**src/rtl/generic_counter_pkg.sv**
```systemverilog
// Shared counter widths for the network sequencer (weight, node and layer counters).
package generic_counter_pkg;

  localparam int unsigned WEIGHT_WIDTH = 8;
  localparam int unsigned NODE_WIDTH   = 8;
  localparam int unsigned LAYER_WIDTH  = 3;

endpackage

```
**src/rtl/generic_counter.sv**
```systemverilog
// Parameterised up/down counter with programmable limit, wrap or saturate at the bound,
// synchronous load and a registered one-cycle wrap pulse.
module generic_counter
  import generic_counter_pkg::*;
#(
  parameter int unsigned              COUNT_WIDTH = 8,
  parameter logic [COUNT_WIDTH-1:0]   RESET_VALUE = '0,
  parameter bit                       SATURATE    = 1'b0
) (
  input  logic                   clk,
  input  logic                   reset,
  input  logic                   en,
  input  logic                   up,
  input  logic                   load,
  input  logic [COUNT_WIDTH-1:0] load_value,
  input  logic [COUNT_WIDTH-1:0] limit,
  output logic [COUNT_WIDTH-1:0] count,
  output logic                   at_limit,
  output logic                   wrap
);

  // Declaration initialisers give a usable power-up state without a reset.
  logic [COUNT_WIDTH-1:0] count_q = RESET_VALUE;
  logic                   wrap_q  = 1'b0;
  logic                   held_q  = 1'b0;

  logic [COUNT_WIDTH-1:0] count_d;
  logic                   wrap_d;
  logic                   held_d;

  assign count    = count_q;
  assign wrap     = wrap_q;
  assign at_limit = up ? (count_q == limit) : (count_q == '0);

  // held_q marks a saturated hold so wrap fires only on the first cycle at the bound.
  always_comb begin
    count_d = count_q;
    wrap_d  = 1'b0;
    held_d  = held_q;
    if (reset) begin
      count_d = RESET_VALUE;
      held_d  = 1'b0;
    end else if (load) begin
      count_d = load_value;
      held_d  = 1'b0;
    end else if (en) begin
      if (up) begin
        if (count_q == limit) begin
          if (SATURATE) begin
            wrap_d = ~held_q;
            held_d = 1'b1;
          end else begin
            count_d = '0;
            wrap_d  = 1'b1;
          end
        end else begin
          // Above the limit (only via load) the count runs on to the natural wrap.
          count_d = count_q + COUNT_WIDTH'(1);
          wrap_d  = (count_q > limit) && (count_q == '1);
          held_d  = 1'b0;
        end
      end else begin
        if (count_q == '0) begin
          if (SATURATE) begin
            wrap_d = ~held_q;
            held_d = 1'b1;
          end else begin
            count_d = limit;
            wrap_d  = 1'b1;
          end
        end else begin
          count_d = count_q - COUNT_WIDTH'(1);
          held_d  = 1'b0;
        end
      end
    end
  end

  always_ff @(posedge clk) begin
    count_q <= count_d;
    wrap_q  <= wrap_d;
    held_q  <= held_d;
  end

endmodule

```
**config.mk**
```make
export PLATFORM = sky130hd
export DESIGN_NAME = generic_counter
export DESIGN_NICKNAME = d
export VERILOG_FILES = /design/src/rtl/generic_counter_pkg.sv /design/src/rtl/generic_counter.sv
export SDC_FILE = /design/constraint.sdc
export NUM_CORES = 1
export LEC_CHECK = 0
export ABC_AREA = 1
export CAP_MARGIN = 20
export CORE_UTILIZATION = 50
export CTS_BUF_LIST = sky130_fd_sc_hd__clkbuf_8
export DETAILED_ROUTE_END_ITERATION = 16
export PLACE_DENSITY = 0.82
export SETUP_SLACK_MARGIN = 0.05
export SYNTH_ARGS = -nofsm -noshare
export SYNTH_HDL_FRONTEND = slang
export SYNTH_SLANG_ARGS = --single-unit
```
**constraint.sdc**
```tcl
create_clock -name clk -period 1.9 [get_ports clk]
set_input_delay 0.285 -clock clk [delete_from_list [all_inputs] [get_ports clk]]
set_output_delay 0.285 -clock clk [all_outputs]
set_load 0.01 [all_outputs]
```
==> flow_metrics.env <==
export IMPL_wl_um=3800
export IMPL_drive_gt1_share_pct=22.1
export IMPL_hold_viol_final=0
export IMPL_skew_ns=0.0109
export IMPL_grt_pass1_vias=1399
export IMPL_crit_fanout=2
export IMPL_seq_area_um2=181
export IMPL_final_cells=272
export IMPL_nFillCells=163
export IMPL_whs_ns=0.614
export IMPL_placedCellCount=266
export IMPL_slew_violations=0
export IMPL_synth_seq_cells=9
export IMPL_fmax_ghz=0.542
export IMPL_multi_input_area_um2=900
export IMPL_cts_tree="yes"
export IMPL_drc=0
export IMPL_postRouteAntennaNets=0
export IMPL_vias_per_cell=5.42
export IMPL_syn_area_per_cell_um2=6.00
export IMPL_synth_area_leaders="nand2_1 (20%), dfxtp_1 (16%), ha_1 (12%), inv_1 (8.1%), nand3_1 (6.5%)"
export IMPL_syn_num_nets=225
export IMPL_clkTransAtPathRegs_ns=0.05
export IMPL_critPathLaunchType="input pin"
export IMPL_yosysMostFrequentCell="nand2_1"
export IMPL_grt_pass1_wl_um=6210
export IMPL_syn_inst=193
export IMPL_grt_start_max_net_pins=12
export IMPL_numCtsBuffers=3
export IMPL_ir_drop_v=0.000434
export IMPL_ioPinCount=31
export IMPL_p_per_area_nw_per_um2=557
export IMPL_min_period_ns=1.84
export IMPL_postPlaceCellArea_um2=1610
export IMPL_wl_per_cell_um=14.0
export IMPL_cts_root_buf="clkbuf_8"
export IMPL_chipWidth_um=50.1
export IMPL_dp_hpwl_um=2810
export IMPL_clock_latency_ns=0.23
export IMPL_placementRows=17
export IMPL_synth_ff_type="dfxtp_1"
export IMPL_endpoint_kind="output port"
export IMPL_port_buffers=30
export IMPL_min_path_type="reg2reg"
export IMPL_start_util_pct=52.9
export IMPL_final_net_count=277
export IMPL_gp_congestion=0.877
export IMPL_overflow=0
export IMPL_clock_path_buffers=2
export IMPL_synth_top_cell_by_area="nand2_1"
export IMPL_yosysWarnings=0
export IMPL_tns_ns=0
export IMPL_core_area_um2=2190
export IMPL_synth_area_um2=1160
export IMPL_arrival_ns=1.56
export IMPL_synth_distinct_cells=26
export IMPL_power_leakage_nw=0.840
export IMPL_synth_top_area_share_pct=20.1
export IMPL_cts_sinks=9
export IMPL_synth_seq_area_share_pct=15.6
export IMPL_grt_total_usage_pct=32.4
export IMPL_synth_common_cells="nand2_1 (62), inv_1 (25), nor2_1 (18), nand3_1 (15), a21oi_1 (13)"
export IMPL_finalSetupViolCount=0
export IMPL_areaGrowthSynthToFinish_pct=48.7
export IMPL_antenna_found_initial=0
export IMPL_drtIter0Drc=73
export IMPL_r2r_slack_ns=0.15
export IMPL_status="finished clean"
export IMPL_final_period_utilization_pct=97.1
export IMPL_slew_headroom_pct=76.1
export IMPL_die_h_um=50.1
export IMPL_die_area_um2=2510
export IMPL_hold_buffers=0
export IMPL_final_cell_area_um2=1720
export IMPL_synthArstFlopShare_pct=0
export IMPL_cap_violations=0
export IMPL_antenna_cells=0
export IMPL_num_vias=1473
export IMPL_rsz0062_at_grt="yes"
export IMPL_fin_util_pct=78.6
export IMPL_worstPathRequired_ns=1.62
export IMPL_crit_type="in2out"
export IMPL_htreeDepth=1
export IMPL_synth_edf_count=0
export IMPL_first_pass_iters=5
export IMPL_tightest_slew_ns=0.355
-- per-layer routing --
metal / track usage [%] / wire (um)
met1: 40.3 / 1520
met2: 58.2 / 1810
met3: 3.33 / 325
met4: 9.05 / 148
met5: 0 / 0
-- cell usage in the layout, fill, tap and decap left out, types with 2 or more instances in the layout --
cell type,n
dlygate4sd2_1,8
ha_1,7
xor2_1,5
buf_4,22
o21ai_1,4
inv_1,21
xnor2_1,2
a21oi_1,11
nand2_1,60
nand2_2,2
nand2_4,2
inv_2,7
clkbuf_8,3
nor2_2,4
clkdlybuf4s50_1,21
dfxtp_1,8
o21ai_0,6
nor2_1,17
a21oi_2,3
ha_4,4
nor2_8,2
nand3_1,15
-- logic make-up (layout without fill, tap and decap cells) --
family | Yosys count | after routing | share of synthesized area [%]
buf+inv | 34 | 85 | 12.4
fa+ha+maj | 11 | 11 | 11.9
compound gates | 26 | 26 | 12.0
xor+xnor | 7 | 7 | 5.29
flops | 9 | 9 | 15.6
simple gates | 106 | 106 | 42.9
-- state kept, by name, summed over array words and instances (netlist names) --
name and count:
wrap 1, count 8
-- timing repair --
action / 4_1_cts / 5_1_grt
buffers inserted: 2 / 0
pin swaps: 7 / 0
gates resized for setup: 22 / 7
endpoints found under the setup margin: 6 / 3
cloned: 0 / 0
-- final timing paths --
path | endpoint | start | cells after the start
min reg2reg | count[0] | count[0] | 3
min | count[0] | count[0] | 3
max reg2reg | count[4] | count[4] | 12
max | at_limit | limit[4] | 10
-- power breakdown --
part / internal [mW] / total (mW) / switching (mW)
registers: 0.207 / 0.221 / 0.0144
logic: 0.237 / 0.520 / 0.283
clock network: 0.141 / 0.218 / 0.0770
total: 0.585 / 0.959 / 0.375
-- layout make-up --
class / count / share of cell area (%)
timing repair buffer: 52 / 26.1
sequential: 9 / 10.5
clock buffer: 3 / 2.40
tap: 28 / 2.03
multi-input combinational: 150 / 52.2
inverter: 29 / 6.46
clock inverter: 1 / 0.218
-- critical path, stage by stage --
cell	delay, ns
dlygate4sd2_1	0.25
inv_1	0.06
ha_1	0.29
nand2_1	0.09
nor2_2	0.16
nand2_1	0.09
nand2_2	0.09
nand2_2	0.08
inv_1	0.06
buf_2	0.12
-- stage by stage --
step	total power [mW]	setup slack [ns]
after floorplan	0.512	0.300
after global placement	0.691	-0.479
after detailed placement	0.707	-0.535
after CTS	0.935	0.0907
after global routing	1.02	0.00531
final	0.959	0.0557
No activity file was read; power rests on OpenSTA's default activity.
